`src/rtl/uart_serial_rx_pkg.sv`:
```
// Shared types for the pad-side UART receiver: FSM states, FIFO entry layout
// and the parity helper.
package uart_serial_rx_pkg;

  typedef enum logic [2:0] {
    IDLE,
    START,
    DATA,
    PARITY,
    STOP,
    BREAK
  } rx_state_e;

  typedef struct packed {
    logic [7:0] data;
    logic       frame_err;
    logic       parity_err;
  } rx_entry_t;

  localparam int RX_ENTRY_W = 10;

  // Nonzero result flags a parity error; odd parity inverts the even check.
  function automatic logic parity_error(input logic [7:0] data, input logic pbit,
                                        input logic odd);
    return (^data) ^ pbit ^ odd;
  endfunction

endpackage

```
`src/rtl/uart_serial_rx_fifo.sv`:
```
// Small synchronous FIFO of received entries; head is visible combinationally
// so a freshly written byte is presented the cycle after the write.
module uart_serial_rx_fifo
  import uart_serial_rx_pkg::*;
#(
  parameter int FIFO_DEPTH = 4
) (
  input  logic      clk,
  input  logic      rst,
  input  logic      push,
  input  rx_entry_t wdata,
  input  logic      pop,
  output rx_entry_t rdata,
  output logic      full,
  output logic      empty
);

  localparam int AW = $clog2(FIFO_DEPTH);

  rx_entry_t      mem [FIFO_DEPTH];
  logic [AW:0]    wr_ptr_reg;
  logic [AW:0]    rd_ptr_reg;
  logic           do_push;
  logic           do_pop;

  assign empty = (wr_ptr_reg == rd_ptr_reg);
  assign full  = (wr_ptr_reg[AW] != rd_ptr_reg[AW]) &&
                 (wr_ptr_reg[AW-1:0] == rd_ptr_reg[AW-1:0]);

  // A simultaneous pop frees the head slot, so a push into a full FIFO succeeds.
  assign do_pop  = pop && !empty;
  assign do_push = push && (!full || do_pop);

  always_ff @(posedge clk) begin
    if (rst) begin
      wr_ptr_reg <= '0;
      rd_ptr_reg <= '0;
    end else begin
      if (do_push) wr_ptr_reg <= wr_ptr_reg + 1'b1;
      if (do_pop)  rd_ptr_reg <= rd_ptr_reg + 1'b1;
    end
  end

  always_ff @(posedge clk) begin
    if (do_push) mem[wr_ptr_reg[AW-1:0]] <= wdata;
  end

  assign rdata = mem[rd_ptr_reg[AW-1:0]];

endmodule

```
`src/rtl/uart_serial_rx.sv`:
```
// UART 8N1 serial receiver with optional parity (macro UART_SERIAL_RX_PARITY_EN),
// mid-bit sampling, break handling and a small receive FIFO with overrun flag.
module uart_serial_rx
  import uart_serial_rx_pkg::*;
#(
  parameter int DIV_WIDTH  = 16,
  parameter int FIFO_DEPTH = 4
) (
  input  logic                 clk,
  input  logic                 rst,
  input  logic                 rxd,
  input  logic [DIV_WIDTH-1:0] divisor,
  input  logic                 parity_en,
  input  logic                 parity_odd,
  output logic [7:0]           rx_data,
  output logic                 rx_frame_err,
  output logic                 rx_parity_err,
  output logic                 rx_valid,
  input  logic                 rx_ready,
  output logic                 overrun,
  input  logic                 overrun_clr,
  output logic                 busy
);

  logic                 sync1_reg, sync2_reg, rxs;
  rx_state_e            state_reg, state_next;
  logic [DIV_WIDTH-1:0] div_reg, div_next;
  logic [DIV_WIDTH-1:0] cnt_reg, cnt_next;
  logic [2:0]           bit_reg, bit_next;
  logic [7:0]           shreg_reg, shreg_next;
  logic                 perr_reg, perr_next;
  logic                 tick, push, pop, push_drop, par_active;
  logic                 fifo_full, fifo_empty, overrun_reg;
  rx_entry_t            push_entry, head;

`ifdef UART_SERIAL_RX_PARITY_EN
  assign par_active = parity_en;
`else
  logic unused_parity;
  assign par_active    = 1'b0;
  assign unused_parity = parity_en ^ parity_odd;
`endif

  always_ff @(posedge clk) begin
    if (rst) begin
      sync1_reg <= 1'b1;
      sync2_reg <= 1'b1;
    end else begin
      sync1_reg <= rxd;
      sync2_reg <= sync1_reg;
    end
  end
  assign rxs = sync2_reg;

  always_ff @(posedge clk) begin
    if (rst) begin
      state_reg <= IDLE;
      div_reg   <= '0;
      cnt_reg   <= '0;
      bit_reg   <= '0;
      shreg_reg <= '0;
      perr_reg  <= 1'b0;
    end else begin
      state_reg <= state_next;
      div_reg   <= div_next;
      cnt_reg   <= cnt_next;
      bit_reg   <= bit_next;
      shreg_reg <= shreg_next;
      perr_reg  <= perr_next;
    end
  end

  assign tick = (cnt_reg == '0);

  always_comb begin
    state_next = state_reg;
    div_next   = div_reg;
    cnt_next   = tick ? (div_reg - DIV_WIDTH'(1)) : (cnt_reg - DIV_WIDTH'(1));
    bit_next   = bit_reg;
    shreg_next = shreg_reg;
    perr_next  = perr_reg;
    push       = 1'b0;
    case (state_reg)
      IDLE: begin
        cnt_next = cnt_reg;
        if (!rxs) begin
          // The counter holds clocks remaining before the sample edge, so the
          // half-bit load is one short to land the start sample at D/2.
          div_next   = divisor;
          cnt_next   = (divisor >> 1) - DIV_WIDTH'(1);
          perr_next  = 1'b0;
          state_next = START;
        end
      end
      START: begin
        if (tick) begin
          bit_next   = '0;
          state_next = rxs ? IDLE : DATA;
        end
      end
      DATA: begin
        if (tick) begin
          shreg_next = {rxs, shreg_reg[7:1]};
          bit_next   = bit_reg + 3'd1;
          if (bit_reg == 3'd7) state_next = par_active ? PARITY : STOP;
        end
      end
`ifdef UART_SERIAL_RX_PARITY_EN
      PARITY: begin
        if (tick) begin
          perr_next  = parity_error(shreg_reg, rxs, parity_odd);
          state_next = STOP;
        end
      end
`endif
      STOP: begin
        if (tick) begin
          push       = 1'b1;
          state_next = rxs ? IDLE : BREAK;
        end
      end
      BREAK: begin
        cnt_next = cnt_reg;
        if (rxs) state_next = IDLE;
      end
      default: state_next = IDLE;
    endcase
  end

  assign push_entry = '{data: shreg_reg, frame_err: !rxs, parity_err: perr_reg};
  assign pop        = rx_valid && rx_ready;
  assign push_drop  = push && fifo_full && !pop;

  uart_serial_rx_fifo #(
    .FIFO_DEPTH(FIFO_DEPTH)
  ) u_fifo (
    .clk  (clk),
    .rst  (rst),
    .push (push),
    .wdata(push_entry),
    .pop  (pop),
    .rdata(head),
    .full (fifo_full),
    .empty(fifo_empty)
  );

  // Setting the sticky overrun flag has priority over a same-cycle clear.
  always_ff @(posedge clk) begin
    if (rst)              overrun_reg <= 1'b0;
    else if (push_drop)   overrun_reg <= 1'b1;
    else if (overrun_clr) overrun_reg <= 1'b0;
  end

  assign rx_valid      = !fifo_empty;
  assign rx_data       = rx_valid ? head.data : 8'h00;
  assign rx_frame_err  = rx_valid && head.frame_err;
  assign rx_parity_err = rx_valid && head.parity_err;
  assign overrun       = overrun_reg;
  assign busy          = (state_reg != IDLE);

endmodule

```
`config.mk`:
```
export PLATFORM = sky130hd
export DESIGN_NAME = uart_serial_rx
export DESIGN_NICKNAME = d
export VERILOG_FILES = /design/src/rtl/uart_serial_rx_pkg.sv /design/src/rtl/uart_serial_rx_fifo.sv /design/src/rtl/uart_serial_rx.sv
export SDC_FILE = /design/constraint.sdc
export NUM_CORES = 1
export LEC_CHECK = 0
export BUFFER_PORTS_ARGS = -buffer_cell sky130_fd_sc_hd__buf_2
export CELL_PAD_IN_SITES_DETAIL_PLACEMENT = 0
export CELL_PAD_IN_SITES_GLOBAL_PLACEMENT = 2
export CORE_MARGIN = 2
export CORE_UTILIZATION = 35
export CTS_BUF_LIST = sky130_fd_sc_hd__clkbuf_16
export DETAILED_ROUTE_END_ITERATION = 16
export HOLD_SLACK_MARGIN = 0.08
export PLACE_DENSITY_LB_ADDON = 0.08
export SYNTH_ARGS = -nofsm -noshare
export SYNTH_HDL_FRONTEND = slang
export SYNTH_SLANG_ARGS = --single-unit
export TNS_END_PERCENT = 20
```
`constraint.sdc`:
```
create_clock -name clk -period 2.37 [get_ports clk]
set_input_delay 0.474 -clock clk [delete_from_list [all_inputs] [get_ports clk]]
set_output_delay 0.474 -clock clk [all_outputs]
set_load 0.02 [all_outputs]
```
==> results.cfg <==
[final_layout]
fin_util_pct = 45.12
multiInputGateArea_um2 = 2311
antennaDiodeCount = 0
final_cells = 694
layout.area.seq_um2 = 2230
fillers = 1262
fin_nets = 548
syn_to_final_growth_pct = 25.21
layout_common_cells = dfxtp_1, nand2_1, nor2_1
drive_gt1_share_pct = 25.86
final_common_cell = dfxtp_1
largest_reg_flops = 36

[detailed_routing]
viasPerCell = 5.174
remaining_drc_errors = 0
wl_um = 11360
via_count = 3591
avgRoutedWirePerCell_um = 16.37
drtIter0Drc = 188
drtAntennaViolNets = 0
first_pass_iters = 4

[worst_setup_path]
cp.arrival_ps = 2510
r2r_setup_slack_ps = 100
rr_worst_depth = 8
rr_endpoint = cnt_reg[15]
end_kind = flip-flop
cp_max_fo = 6
required_ps = 2610
r2r_start = state_reg[0]
critPathKind = reg2reg
worstSetupStartpointType = flip-flop

[worst_hold_path]
min_path_type = in2reg
min_to = sync1_reg
hold_path_depth = 2
min_from = rxd

[synthesis]
synth-seq-cells = 93
synthFlopType = dfxtp_1
async_reset_ff_share_pct = 0
synth_top_area_share_pct = 24.99
synthCells = 453
ys_types = 62
synth_area_leaders = dfxtp_1, edfxtp_1, mux4_2
syn_avg_cell_area_um2 = 10.08
yosysWarnings = 0
synth_top_cell_by_area = dfxtp_1
syn_area_um2 = 4566
synth-edff-count = 36
syn_nets = 484
seq_area_frac_synth_pct = 48.67

[clock_network]
clock-sinks = 93
clk_path_buf_depth = 2
clock_latency_ps = 350
h-tree-depth = 3
cts_buffers = 9
root_buffer = clkbuf_16
cts_tree = built
clkSlewWorstSetupHoldPaths_ps = 70
cts_hold_buf = 0

[placed_design]
dp_hpwl_um = 7998
gp_congestion = 0.8156
port-buffer-count = 32
dp.cells = 671
pre_cts_ws_ps = 37.17

[power_and_ir_drop]
clockPowerShare_pct = 41.6
p_per_area_nw_per_um2 = 663.7
switching_share_pct = 25.58
ir_worst_vdd_v = 0.0003668
combinationalPowerShare_pct = 13.0
power_leakage_uw = 0.002118
switchingPower_uw = 970.6
seq_power_share_pct = 45.4
p_int_uw = 2823

[sta]
rsz0062_at_grt = true
timing.fmax_mhz = 439.6
tns_ps = 0
maxSlewHeadroom_pct = 53.30
fin_ws_ps = 95.36
skew_ps = 8.598
period_minus_slack_ps = 2275
period_share_pct = 95.98
slew_viol_final = 0
holdWs_ps = 302.6
hold_viol_final = 0
setup-violations-final = 0
worstMarginPinSlew_ps = 698.9

[global_routing]
grt_overflow_total = 0
grt_max_degree = 35
grt_pass1_vias = 3549
grt_pass1_wl_um = 18660
antenna_found_initial = 0
track_usage_pct = 17.00

[floorplanning]
die-area_um2 = 13970
placementRows = 41
core-area_um2 = 12670
die_w_um = 118.2
die_y_um = 118.2
start_util_pct = 36.03
io_pins = 36

[outcome]
run_status = completed

[job]
cap_violations = 0
-- critical path, cell delays in order, from the launching register on --
cell and delay (ps):
dfxtp_4 370, nor3_4 270, inv_4 90, mux2_4 320, a31o_4 220, nor4_4 320, buf_4 200, nand4_1 90
a211o_1 280
-- cells in the mapped netlist (2+ instances only) --
cell / number
buf_2: 8
nor3b_1: 2
and4_1: 2
a211o_1: 7
nand4_1: 8
mux2i_1: 14
xor2_1: 4
nor4_1: 5
nand2_1: 53
ha_1: 8
inv_1: 5
or4_1: 2
nor3_4: 2
o41ai_1: 2
a21oi_1: 30
dfxtp_1: 57
nand2b_1: 7
o21a_1: 3
o22a_1: 2
a31o_1: 6
o21ai_0: 9
nand3_1: 4
a21o_1: 7
nor3_1: 10
a22o_1: 2
clkbuf_1: 18
o21bai_1: 2
a311oi_1: 10
buf_1: 2
a211oi_1: 7
xnor2_1: 5
o21ai_1: 7
mux4_2: 9
nor2_1: 52
nor4_4: 2
o211ai_1: 2
edfxtp_1: 36
and2_1: 14
a31oi_1: 3
nand3b_1: 2
or2_2: 2
-- worst max-delay path by stage --
stage          slack (ps)               end  depth (start not counted)         start
2_1_floorplan           6       cnt_reg[14]                         11    cnt_reg[2]
3_3_place_gp           80  u_fifo.mem[3][0]                          7    cnt_reg[3]
3_5_place_dp           40       cnt_reg[15]                          7  state_reg[0]
4_1_cts                10       cnt_reg[15]                          7  state_reg[1]
5_1_grt               -40        cnt_reg[8]                         11  state_reg[0]
6_report              100       cnt_reg[15]                          8  state_reg[0]
-- kinds of logic after synthesis --
family | synth area share, %
AOI/OAI and AO/OA | 16.28
other | 0.08214
xor gates and xnor gates | 1.726
muxes | 8.331
DFF | 48.67
adders and majority gates | 2.192
and+or+nand+nor | 19.29
buffers and inverters | 3.426
-- layer usage --
metal	track usage (%)	vias up	wire [um]
met5	0	-	0
met1	20.77	1748	5192
met4	6.928	0	202
met2	29.55	34	5722
li1	-	1794	-
met3	2.992	15	241
-- power by group through the flow --
| stage | sequential (uW) | clock, uW | combinational (uW) |
|---|---|---|---|
| after floorplan | 1750 | 0 | 281 |
| after global placement | 1750 | 0 | 458 |
| after detailed placement | 1750 | 0 | 461 |
| after CTS | 1720 | 1620 | 463 |
| after global routing | 1730 | 1690 | 547 |
| final | 1720 | 1580 | 495 |
-- final cells by class --
class	instances	area share, %
flip-flops and latches	93	39.00
repair buffers	83	10.72
clock buffers	9	3.940
multi-input cells	324	40.42
inverters	6	0.4377
well taps	172	3.764
clock inverters	7	1.707
-- per-stage QoR --
| step | power (uW) | cell area, um^2 |
|---|---|---|
| after floorplan | 2030 | 4591 |
| after global placement | 2211 | 5221 |
| after detailed placement | 2213 | 5221 |
| after CTS | 3797 | 5544 |
| after global routing | 3959 | 5717 |
| final | 3794 | 5717 |
-- repair_timing --
action,in CTS,in global routing
resized for setup,0,24
setup buffers,0,7
setup endpoints to repair,0,46
Note: power is estimated with default switching activity, not from simulation.
